[src/rtl/rand_pkg.sv]
// rtl/rand_pkg.sv - shared types and mask helper for the Fisher-Yates shuffler
package rand_pkg;

  typedef enum logic {IDLE, SHUFFLE} perm_state_t;

  // Smallest all-ones value >= i, i.e. 2^clog2(i+1)-1
  function automatic logic [4:0] mask_for(input logic [4:0] i);
    logic [4:0] m;
    m = '0;
    for (int b = 0; b < 5; b++) begin
      if (m < i) m = {m[3:0], 1'b1};
    end
    return m;
  endfunction

endpackage

[src/rtl/rand_perm.sv]
// rtl/rand_perm.sv - Fisher-Yates shuffler consuming one random word per cycle
module rand_perm
  import rand_pkg::*;
#(
  parameter int LEN        = 9,
  parameter int RAND_WIDTH = 8,
  parameter int RETRY_MAX  = 4,
  localparam int ELEM_W    = $clog2(LEN)
) (
  input  logic                    clock,
  input  logic                    reset,
  input  logic                    start,
  input  logic [RAND_WIDTH-1:0]   rand_in,
  output logic                    rand_advance,
  output logic                    busy,
  output logic                    done,
  output logic                    valid,
  output logic [LEN*ELEM_W-1:0]   perm_out
);

  localparam int TRY_W = (RETRY_MAX < 1) ? 1 : $clog2(RETRY_MAX + 1);
  localparam logic [ELEM_W-1:0] LAST = ELEM_W'(LEN - 1);

  perm_state_t       state_q, state_d;
  logic [ELEM_W-1:0] perm_q [LEN];
  logic [ELEM_W-1:0] perm_d [LEN];
  logic [ELEM_W-1:0] i_q, i_d;
  logic [TRY_W-1:0]  tries_q, tries_d;
  logic              done_q, done_d;
  logic              valid_q, valid_d;

  logic [ELEM_W-1:0]     mask;
  logic [RAND_WIDTH-1:0] cand_full;
  logic [ELEM_W-1:0]     cand;
  logic [ELEM_W-1:0]     j;
  logic                  in_range;
  logic                  take;

  always_comb begin
    mask      = ELEM_W'(mask_for(5'(i_q)));
    cand_full = rand_in & RAND_WIDTH'(mask);
    cand      = cand_full[ELEM_W-1:0];
    in_range  = cand_full <= RAND_WIDTH'(i_q);
    take      = in_range || (tries_q == TRY_W'(RETRY_MAX));
    // Fold: cand lies in i+1..mask <= 2i+1, so cand-(i+1) lands in 0..i
    j         = in_range ? cand : cand - i_q - ELEM_W'(1);

    state_d = state_q;
    perm_d  = perm_q;
    i_d     = i_q;
    tries_d = tries_q;
    done_d  = 1'b0;
    valid_d = valid_q;

    case (state_q)
      IDLE: begin
        if (start) begin
          for (int k = 0; k < LEN; k++) perm_d[k] = ELEM_W'(k);
          i_d     = LAST;
          tries_d = '0;
          valid_d = 1'b0;
          state_d = SHUFFLE;
        end
      end
      SHUFFLE: begin
        if (take) begin
          perm_d[i_q] = perm_q[j];
          perm_d[j]   = perm_q[i_q];
          tries_d     = '0;
          if (i_q == ELEM_W'(1)) begin
            state_d = IDLE;
            done_d  = 1'b1;
            valid_d = 1'b1;
          end else begin
            i_d = i_q - ELEM_W'(1);
          end
        end else begin
          tries_d = tries_q + TRY_W'(1);
        end
      end
    endcase
  end

  always_ff @(posedge clock) begin
    if (!reset) begin
      state_q <= IDLE;
      for (int k = 0; k < LEN; k++) perm_q[k] <= ELEM_W'(k);
      i_q     <= LAST;
      tries_q <= '0;
      done_q  <= 1'b0;
      valid_q <= 1'b0;
    end else begin
      state_q <= state_d;
      perm_q  <= perm_d;
      i_q     <= i_d;
      tries_q <= tries_d;
      done_q  <= done_d;
      valid_q <= valid_d;
    end
  end

  assign busy         = (state_q == SHUFFLE);
  assign rand_advance = (state_q == SHUFFLE);
  assign done         = done_q;
  assign valid        = valid_q;

  for (genvar g = 0; g < LEN; g++) begin : g_pack
    assign perm_out[g*ELEM_W +: ELEM_W] = perm_q[g];
  end

endmodule

[config.mk]
export PLATFORM = sky130hd
export DESIGN_NAME = rand_perm
export DESIGN_NICKNAME = d
export VERILOG_FILES = /design/src/rtl/rand_pkg.sv /design/src/rtl/rand_perm.sv
export SDC_FILE = /design/constraint.sdc
export NUM_CORES = 1
export LEC_CHECK = 0
export ABC_AREA = 1
export CORE_MARGIN = 2
export CORE_UTILIZATION = 30
export CTS_CLUSTER_DIAMETER = 40
export CTS_CLUSTER_SIZE = 40
export DETAILED_ROUTE_END_ITERATION = 16
export PLACE_DENSITY = 0.52
export SLEW_MARGIN = 20
export SYNTH_ARGS = -nofsm -noshare
export SYNTH_HDL_FRONTEND = slang
export SYNTH_SLANG_ARGS = --single-unit
[constraint.sdc]
create_clock -name clock -period 3.8 [get_ports clock]
set_input_delay 0.38 -clock clock [delete_from_list [all_inputs] [get_ports clock]]
set_output_delay 0.38 -clock clock [all_outputs]
set_load 0.02 [all_outputs]
==> flow_metrics.py, run 1 <==
metrics = {
    "status": {
        "status": "finished clean",
    },
    "global_routing": {
        "pin_count_of_the_biggest_net_entering_global_routing": 34,
        "globalRouteTotalUtil_pct": 20.4,
        "grt_first_pass_wirelength_mm": 21.1,
        "first_global_vias": 4029,
        "gr-total-overflow": 0,
        "grt_antenna_before_repair": 0,
    },
    "power": {
        "fin_total_pwr_mw": 2.75,
        "power_leakage_nw": 2.13,
        "power.density_nw_per_um2": 589,
        "vdd_drop_max_v": 0.000247,
    },
    "yosys": {
        "yosysSeqAreaShare_pct": 24.0,
        "synth_nets": 644,
        "synth.cell_area_um2": 3830,
        "yosys.cell_types.count": 41,
        "synth_top_area_cell": "sky130_fd_sc_hd__dfxtp_1",
        "postSynthAreaPerCell_um2": 6.19,
        "post-synth-top-count-cell": "sky130_fd_sc_hd__nand2_1",
        "ys.warnings.count": 0,
        "synth.top_cells.by_area": "sky130_fd_sc_hd__dfxtp_1 (24%), sky130_fd_sc_hd__nand2_1 (16%), sky130_fd_sc_hd__o21ai_0 (8.4%)",
        "most_used_flip_flop_cell_after_synthesis": "sky130_fd_sc_hd__dfxtp_1",
        "synth_common_cells": "sky130_fd_sc_hd__nand2_1 (168), sky130_fd_sc_hd__inv_1 (72), sky130_fd_sc_hd__o21ai_0 (64)",
        "number_of_synthesized_flops_with_an_enable_pin": 0,
        "synthCells": 620,
        "netlist.area_leader.share_pct": 24.0,
        "async_reset_ff_share_pct": 0,
        "yosys_register_bits": 46,
    },
    "place": {
        "globalplace.congestion": 0.953,
        "pre_cts_slack_ns": 0.265,
        "total_placed_cells_including_tap_cells": 827,
        "io_buffer_count": 46,
        "dp_hpwl_mm": 10.2,
    },
    "floorplanning": {
        "io_pins": 51,
        "design.core.area_um2": 12600,
        "dieArea_um2": 13700,
        "start_util_pct": 30.5,
        "die_width_um": 117,
        "dieHeight_um": 117,
        "placementRows": 41,
    },
    "clock_network": {
        "cts.repair_timing.setup_buffer_count": 0,
        "cts_made_buffers": 5,
        "clk_transition_reported_paths_ns": 0.07,
        "clk-insertion-delay-late_ns": 0.31,
        "clock_tree.htree_level_count": 2,
        "cts_tree": "done",
        "clock_path_buffers": 2,
        "numClockSinks": 46,
        "clk_root_buffer_cell": "sky130_fd_sc_hd__clkbuf_16",
    },
    "worst_setup_path": {
        "timing.critical_path.required_ns": 3.97,
        "setup.worst_path.class": "reg2reg",
        "timing.critical_path.arrival_ns": 3.60,
        "startpoint_type": "flip-flop",
        "worst_r2r_endpoint": "perm_out[25]",
        "worst_r2r_path_depth": 22,
        "maximum_net_fanout_on_the_critical_path": 17,
        "worstSetupEndpointType": "flip-flop",
        "reg2reg_from": "i_q[3]",
        "timing.reg2reg.setup_slack_ns": 0.37,
    },
    "sta": {
        "timing.clock.skew_ns": 0.0101,
        "worst_pin_slew_ns": 0.646,
        "period_needed_ns": 3.43,
        "totalNegativeSetupSlack_ns": 0,
        "timing_max_transition_violations_final": 0,
        "grt_setup_unrepaired": "false",
        "setup_viol": 0,
        "timing.final.ws_setup_ns": 0.373,
        "highest_clock_rate_ghz": 0.292,
        "final_clock_period_utilization_by_the_worst_path_pct": 90.2,
        "timing.slew.headroom_pct": 56.8,
        "hold_ws_ns": 0.461,
        "finalHoldViolCount": 0,
    },
    "min_path": {
        "min_delay_path_depth": 2,
        "worst_hold_path.endpoint": "valid",
        "worstHoldStart": "valid",
        "holdCritPathClass": "reg2reg",
    },
    "cells_and_area": {
        "final-instance-count-excl-fill": 835,
        "layout.nets": 686,
        "n_antenna_cell": 0,
        "drive_above_1_share_pct": 9.80,
        "area_delta_synth_final_pct": 21.9,
    },
    "detailed_routing": {
        "drt-wirelength-per-cell_um": 16.1,
        "via_per_inst": 5.06,
        "remaining_drc_errors": 0,
        "final_routed_wirelength_mm": 13.5,
        "antenna_violating_nets_post_route": 0,
        "detail_route.iter0.violations": 260,
        "drt_first_pass_iters": 5,
        "overall_via_count_from_detail_route": 4227,
    },
    "job": {
        "cap_violations": 0,
    },
}
power breakdown:
group          total (mW)  leakage, nW  switching, mW  internal [mW]
registers           0.632        0.378         0.0825          0.549
clock network       0.586       0.0940          0.208          0.378
logic                1.54         1.66           1.07          0.470
total                2.75         2.13           1.36           1.40
cell families after synthesis:
family | share of synthesized area [%]
xor gates and xnor gates | 0.457
and+or+nand+nor | 36.4
adders and majority gates | 4.44
buffers and inverters | 11.0
DFF | 24.0
AOI/OAI and AO/OA | 23.7
worst max path at each step:
stage | start | endpoint | slack, ns
2_1_floorplan | i_q[0] | perm_out[29] | 0.38
3_3_place_gp | i_q[0] | perm_out[25] | 0.29
3_5_place_dp | i_q[1] | perm_out[25] | 0.27
4_1_cts | i_q[1] | perm_out[25] | 0.25
5_1_grt | i_q[1] | perm_out[22] | 0.05
6_report | i_q[3] | perm_out[25] | 0.37
worst max-delay path, stage by stage, from the launching register on:
cell,delay [ns]
sky130_fd_sc_hd__dfxtp_1,0.55
sky130_fd_sc_hd__inv_2,0.13
sky130_fd_sc_hd__nand2_4,0.14
sky130_fd_sc_hd__nor2_4,0.06
sky130_fd_sc_hd__nor2_1,0.11
sky130_fd_sc_hd__nand2_1,0.08
sky130_fd_sc_hd__inv_2,0.09
sky130_fd_sc_hd__ha_1,0.25
sky130_fd_sc_hd__nand2_1,0.08
sky130_fd_sc_hd__nand2_1,0.04
sky130_fd_sc_hd__nand2_1,0.06
sky130_fd_sc_hd__nand2_2,0.07
sky130_fd_sc_hd__nand2_4,0.14
sky130_fd_sc_hd__nand2_4,0.16
sky130_fd_sc_hd__nand2_4,0.21
sky130_fd_sc_hd__buf_4,0.19
sky130_fd_sc_hd__nand2_2,0.08
sky130_fd_sc_hd__nor2_4,0.19
sky130_fd_sc_hd__inv_2,0.08
sky130_fd_sc_hd__a31oi_4,0.24
sky130_fd_sc_hd__nand3_1,0.15
sky130_fd_sc_hd__o21ai_0,0.10
sky130_fd_sc_hd__nand2_1,0.07
per-stage QoR:
step / util, % / area, um2
after floorplan: - / 3830
after global placement: 35.5 / 4460
after detailed placement: 35.5 / 4460
after CTS: 37.1 / 4660
after global routing: 37.2 / 4680
final: 37.2 / 4680
what timing repair did:
item	4_1_cts	5_1_grt
endpoints found under the setup margin	0	25
gates resized for setup	0	3
hold buffers	0	0
endpoints found under the hold margin	0	0
area by class of cell:
type,count,area [um2]
well taps,172,215
multi-input cells,472,2510
clock inverters,3,68.8
repair buffers,55,528
fillers,1369,7890
inverters,82,308
flip-flops and latches,46,921
clock buffers,5,125
per-layer routing:
metal / routed length, um / part of all wire (%) / vias up / global-route usage (%)
met5: 0 / 0 / - / 0
met4: 257 / 1.9 / 0 / 8.00
met3: 605 / 4.5 / 17 / 2.73
met2: 6320 / 47 / 117 / 33.9
met1: 6280 / 47 / 1972 / 26.9
li1: - / - / 2121 / -
registers in the layout (all words and copies together), names as in the netlist:
signal    flops
perm_out     36
i_q           4
tries_q       3
busy          1
done          1
valid         1
placed cells by master (no fill, tap or decap), types with 5 or more instances in the layout:
master,netlist,routed
sky130_fd_sc_hd__o21ai_1,8,8
sky130_fd_sc_hd__clkbuf_16,0,5
sky130_fd_sc_hd__nand2_1,168,168
sky130_fd_sc_hd__nand3_1,43,42
sky130_fd_sc_hd__o21ai_0,64,64
sky130_fd_sc_hd__ha_1,12,12
sky130_fd_sc_hd__nand2_4,4,5
sky130_fd_sc_hd__nand4_1,14,14
sky130_fd_sc_hd__inv_2,9,9
sky130_fd_sc_hd__nand2_2,14,13
sky130_fd_sc_hd__inv_1,72,72
sky130_fd_sc_hd__dfxtp_1,46,46
sky130_fd_sc_hd__nor2_1,43,43
sky130_fd_sc_hd__buf_4,1,9
sky130_fd_sc_hd__a21oi_1,54,54
sky130_fd_sc_hd__nand3b_1,7,7
sky130_fd_sc_hd__clkdlybuf4s50_1,0,46
Power figures use the tool's default switching activity.
==> run 2, diff against run 1 <==
==> constraint.sdc (replaced) <==
create_clock -name clock -period 4.4 [get_ports clock]
set_input_delay 0.44 -clock clock [delete_from_list [all_inputs] [get_ports clock]]
set_output_delay 0.44 -clock clock [all_outputs]
set_load 0.02 [all_outputs]
==> flow_metrics.py, run 2 (synthesized netlist as in run 1, its figures left out) <==
metrics = {
    "status": {
        "status": "finished clean",
    },
    "floorplanning": {
        "placementRows": 41,
        "die_width_um": 117,
        "dieHeight_um": 117,
        "dieArea_um2": 13700,
        "io_pins": 51,
        "start_util_pct": 30.5,
        "design.core.area_um2": 12600,
    },
    "global_routing": {
        "gr-total-overflow": 0,
        "grt_first_pass_wirelength_mm": 20.4,
        "grt_antenna_before_repair": 0,
        "pin_count_of_the_biggest_net_entering_global_routing": 34,
        "first_global_vias": 3846,
        "globalRouteTotalUtil_pct": 19.7,
    },
    "sta": {
        "highest_clock_rate_ghz": 0.254,
        "timing.clock.skew_ns": 0.00653,
        "setup_viol": 0,
        "grt_setup_unrepaired": "false",
        "totalNegativeSetupSlack_ns": 0,
        "worst_pin_slew_ns": 0.666,
        "final_clock_period_utilization_by_the_worst_path_pct": 89.6,
        "finalHoldViolCount": 0,
        "timing.slew.headroom_pct": 55.5,
        "timing_max_transition_violations_final": 0,
        "period_needed_ns": 3.94,
    },
    "cells_and_area": {
        "regArea_um2": 921,
        "drive_above_1_share_pct": 9.38,
        "most_frequent_standard_cell_in_the_layout_excluding_fill_and_tap_cells": "sky130_fd_sc_hd__nand2_1",
        "largest_register_ff_count": 36,
        "area_delta_synth_final_pct": 20.4,
        "layout.nets": 684,
        "n_antenna_cell": 0,
        "most-common-layout-cells": "sky130_fd_sc_hd__nand2_1 (168), sky130_fd_sc_hd__inv_1 (72), sky130_fd_sc_hd__o21ai_0 (64), sky130_fd_sc_hd__a21oi_1 (54)",
        "multi_input_area_um2": 2490,
        "filler_cell_count": 1382,
    },
    "clock_network": {
        "clock_tree.htree_level_count": 2,
        "numClockSinks": 46,
        "postCtsHoldBufs": 0,
        "cts_made_buffers": 5,
        "clk_transition_reported_paths_ns": 0.07,
        "clk-insertion-delay-late_ns": 0.30,
        "number_of_gates_given_a_new_drive_strength_after_cts": 0,
        "cts_tree": "done",
        "cts.repair_timing.setup_buffer_count": 0,
        "clk_root_buffer_cell": "sky130_fd_sc_hd__clkbuf_16",
        "clock_path_buffers": 2,
    },
    "power": {
        "vdd_drop_max_v": 0.000217,
        "power_leakage_nw": 2.11,
        "power.density_nw_per_um2": 496,
        "fin_total_pwr_mw": 2.29,
    },
    "worst_setup_path": {
        "worst_r2r_path_depth": 22,
        "startpoint_type": "flip-flop",
        "worst_path_most_repeated_cell": "sky130_fd_sc_hd__nand2_1",
        "crit_chain": "inv_1 -> ha_1 -> inv_1 -> nor2_4 -> nor2_1 -> nand2_1 -> inv_2 -> ha_1 -> nand2_1 -> nand2_1 -> nand2_1 -> nand2_2 -> nand2_4 -> nand2_4 -> nand2_2 -> nand2_1 -> nor2_1 -> nand2_1 -> nand2_1 -> nand3_1 -> o21bai_1 -> a21o_1",
        "worst_r2r_endpoint": "perm_out[4]",
        "worst-path-buf-inv": 3,
        "crit_start": "i_q[1]",
        "timing.reg2reg.setup_slack_ns": 0.46,
        "slowest_delay_ns": 0.55,
        "timing.critical_path.arrival_ns": 4.18,
        "slowest_cp_cell": "sky130_fd_sc_hd__dfxtp_1",
        "timing.critical_path.required_ns": 4.64,
        "timing.critical_path.max_delay_family": "simple AND/OR/NAND/NOR gates",
        "setup.worst_path.class": "reg2reg",
        "maximum_net_fanout_on_the_critical_path": 20,
        "reg2reg_from": "i_q[1]",
        "worstSetupEndpointType": "flip-flop",
    },
    "detailed_routing": {
        "final_routed_wirelength_mm": 13.2,
        "via_per_inst": 5.06,
        "drt-wirelength-per-cell_um": 15.9,
        "antenna_violating_nets_post_route": 0,
        "remaining_drc_errors": 0,
        "overall_via_count_from_detail_route": 4215,
        "drt_first_pass_iters": 5,
        "detail_route.iter0.violations": 274,
    },
    "min_path": {
        "min_delay_path_depth": 2,
        "worst_hold_path.endpoint": "valid",
        "worstHoldStart": "valid",
        "holdCritPathClass": "reg2reg",
    },
    "place": {
        "globalplace.congestion": 0.912,
        "io_buffer_count": 46,
        "dp_hpwl_mm": 10.0,
    },
    "job": {
        "cap_violations": 0,
    },
}
-- run 2: cell type report --
class                   count  area share (%)
multi-input cells         472            54.0
flip-flops and latches     46            19.9
repair buffers             53            11.1
inverters                  82            6.66
well taps                 172            4.66
clock buffers               5            2.71
clock inverters             3           0.948
-- run 2: how the worst max path moves through the flow --
stage                        end  slack, ns  depth (start not counted)
floorplan           perm_out[29]       0.98                         18
detailed placement   perm_out[4]       0.56                         22
finish               perm_out[4]       0.46                         22
global route        perm_out[12]       0.08                         25
global placement    perm_out[12]       0.58                         25
CTS                  perm_out[4]       0.53                         22
-- run 2: stage by stage --
stage	setup WS, ns	hold slack [ns]	std cells	util, %	instance area, um2
2_1_floorplan	0.982	0.473	620	-	3830
3_3_place_gp	0.584	0.448	825	35.4	4450
3_5_place_dp	0.564	0.449	825	35.4	4450
6_report	0.460	0.465	833	36.7	4620
4_1_cts	0.530	0.469	833	36.7	4620
5_1_grt	0.0788	0.503	833	36.7	4620
-- run 2: tightest hold or removal path: stages, from the launching register on --
cell and delay, ns:
sky130_fd_sc_hd__dfxtp_1 0.33, sky130_fd_sc_hd__nand2_1 0.05, sky130_fd_sc_hd__o21ai_0 0.05
-- run 2: where the power goes --
part / leakage (nW) / switching [mW] / total, mW / internal, mW
Sequential: 0.378 / 0.0731 / 0.547 / 0.474
Clock: 0.0842 / 0.174 / 0.443 / 0.269
Combinational: 1.64 / 0.906 / 1.30 / 0.393
Total: 2.11 / 1.15 / 2.29 / 1.14
-- run 2: per-layer routing --
| layer | part of all wire (%) | track usage, % |
|---|---|---|
| met1 | 47 | 26.8 |
| met2 | 48 | 33.4 |
| met3 | 4.2 | 2.73 |
| met4 | 1.2 | 4.24 |
| met5 | 0 | 0 |
==> run 3, diff against run 2 <==
--- a/config.mk
+++ b/config.mk
@@ -6,6 +6,7 @@
 export NUM_CORES = 1
 export LEC_CHECK = 0
 export ABC_AREA = 1
+export CORE_ASPECT_RATIO = 0.9
 export CORE_MARGIN = 2
 export CORE_UTILIZATION = 30
 export CTS_CLUSTER_DIAMETER = 40
==> flow_metrics.py, run 3 (synthesized netlist as in run 1, its figures left out) <==
metrics = {
    "status": {
        "status": "finished clean",
    },
    "worst_setup_path": {
        "setup.worst_path.class": "reg2reg",
        "timing.critical_path.required_ns": 4.64,
        "crit_start": "i_q[1]",
        "reg2reg_from": "i_q[1]",
        "timing.critical_path.max_delay_family": "simple AND/OR/NAND/NOR gates",
        "maximum_net_fanout_on_the_critical_path": 20,
        "startpoint_type": "flip-flop",
        "slowest_delay_ns": 0.56,
        "worst-path-buf-inv": 4,
        "worstSetupEndpointType": "flip-flop",
        "worst_path_most_repeated_cell": "sky130_fd_sc_hd__nand2_1",
        "slowest_cp_cell": "sky130_fd_sc_hd__dfxtp_1",
        "timing.critical_path.arrival_ns": 4.24,
    },
    "global_routing": {
        "grt_first_pass_wirelength_mm": 21.0,
        "globalRouteTotalUtil_pct": 19.7,
        "pin_count_of_the_biggest_net_entering_global_routing": 34,
        "grt_antenna_before_repair": 0,
        "gr-total-overflow": 0,
        "first_global_vias": 3945,
    },
    "clock_network": {
        "cts.repair_timing.setup_buffer_count": 0,
        "clock_path_buffers": 2,
        "cts_tree": "done",
        "clk_root_buffer_cell": "sky130_fd_sc_hd__clkbuf_16",
        "clk-insertion-delay-late_ns": 0.30,
        "numClockSinks": 46,
        "clk_transition_reported_paths_ns": 0.07,
        "number_of_gates_given_a_new_drive_strength_after_cts": 0,
        "cts_made_buffers": 5,
        "clock_tree.htree_level_count": 2,
        "postCtsHoldBufs": 0,
    },
    "min_path": {
        "worstHoldStart": "valid",
        "holdCritPathClass": "reg2reg",
    },
    "sta": {
        "grt_setup_unrepaired": "false",
        "setup_viol": 0,
        "timing.final.ws_setup_ns": 0.403,
        "totalNegativeSetupSlack_ns": 0,
        "final_clock_period_utilization_by_the_worst_path_pct": 90.8,
        "worst_pin_slew_ns": 0.594,
        "highest_clock_rate_ghz": 0.250,
        "timing_max_transition_violations_final": 0,
        "timing.slew.headroom_pct": 60.1,
        "hold_ws_ns": 0.465,
        "timing.clock.skew_ns": 0.00923,
        "finalHoldViolCount": 0,
        "period_needed_ns": 4.00,
    },
    "detailed_routing": {
        "overall_via_count_from_detail_route": 4217,
        "via_per_inst": 5.11,
        "drt_first_pass_iters": 7,
        "drt-wirelength-per-cell_um": 16.2,
        "final_routed_wirelength_mm": 13.3,
        "antenna_violating_nets_post_route": 0,
        "remaining_drc_errors": 0,
        "detail_route.iter0.violations": 278,
    },
    "cells_and_area": {
        "layout.nets": 684,
        "most-common-layout-cells": "sky130_fd_sc_hd__nand2_1 (168), sky130_fd_sc_hd__inv_1 (72), sky130_fd_sc_hd__o21ai_0 (64), sky130_fd_sc_hd__a21oi_1 (54)",
        "drive_above_1_share_pct": 9.38,
        "most_frequent_standard_cell_in_the_layout_excluding_fill_and_tap_cells": "sky130_fd_sc_hd__nand2_1",
        "largest_register_ff_count": 36,
        "area_delta_synth_final_pct": 19.7,
        "n_antenna_cell": 0,
    },
    "place": {
        "globalplace.congestion": 0.929,
        "pre_cts_slack_ns": 0.479,
        "io_buffer_count": 46,
        "dp_hpwl_mm": 10.1,
    },
    "power": {
        "vdd_drop_max_v": 0.000189,
        "power_leakage_nw": 2.09,
        "power.density_nw_per_um2": 488,
        "fin_total_pwr_mw": 2.24,
    },
    "floorplanning": {
        "die_width_um": 123,
        "dieArea_um2": 13700,
        "design.core.area_um2": 12600,
        "io_pins": 51,
        "start_util_pct": 30.5,
        "dieHeight_um": 111,
        "placementRows": 39,
    },
    "job": {
        "cap_violations": 0,
    },
}
## run 3: cell type report
| cell class | count | area [um2] |
|---|---|---|
| clock buffer | 6 | 139 |
| clock inverter | 2 | 12.5 |
| fill | 1402 | 8000 |
| inverter | 82 | 308 |
| multi-input combinational | 472 | 2490 |
| sequential | 46 | 921 |
| tap | 164 | 205 |
| timing repair buffer | 53 | 513 |
## run 3: where the power goes
part / switching, mW / internal (mW) / leakage, nW
Clock: 0.169 / 0.225 / 0.0729
Sequential: 0.0760 / 0.474 / 0.378
Combinational: 0.903 / 0.392 / 1.64
Total: 1.15 / 1.09 / 2.09
## run 3: through the flow
stage	cell area, um2	std cells	util, %
2_1_floorplan	3830	620	-
3_3_place_gp	4440	817	35.3
3_5_place_dp	4440	817	35.3
4_1_cts	4590	825	36.5
5_1_grt	4590	825	36.5
6_report	4590	825	36.5
## run 3: worst reg2reg max path, delay by kind of cell, from the launching register on
kind	cells	cell delay [ns]
AND/OR/NAND/NOR	18	2.31
buffers and inverters	4	0.50
adder cells (fa/ha/maj)	2	0.50
AO/OA/AOI/OAI	1	0.06
flip-flops	1	0.56
## run 3: final timing paths
check	to	slack, ns	depth (start not counted)
setup / recovery	perm_out[12]	0.40	25
hold reg to reg	valid	0.47	2
hold / removal	valid	0.47	2
setup reg to reg	perm_out[12]	0.40	25
## run 3: metal layers
metal  wire (um)  up-vias  global-route usage [%]
met1        6510     1936                    28.9
li1            -     2120                       -
met2        5870      137                    29.5
met5           0        -                       0
met3         671       24                    2.93
met4         296        0                    5.68
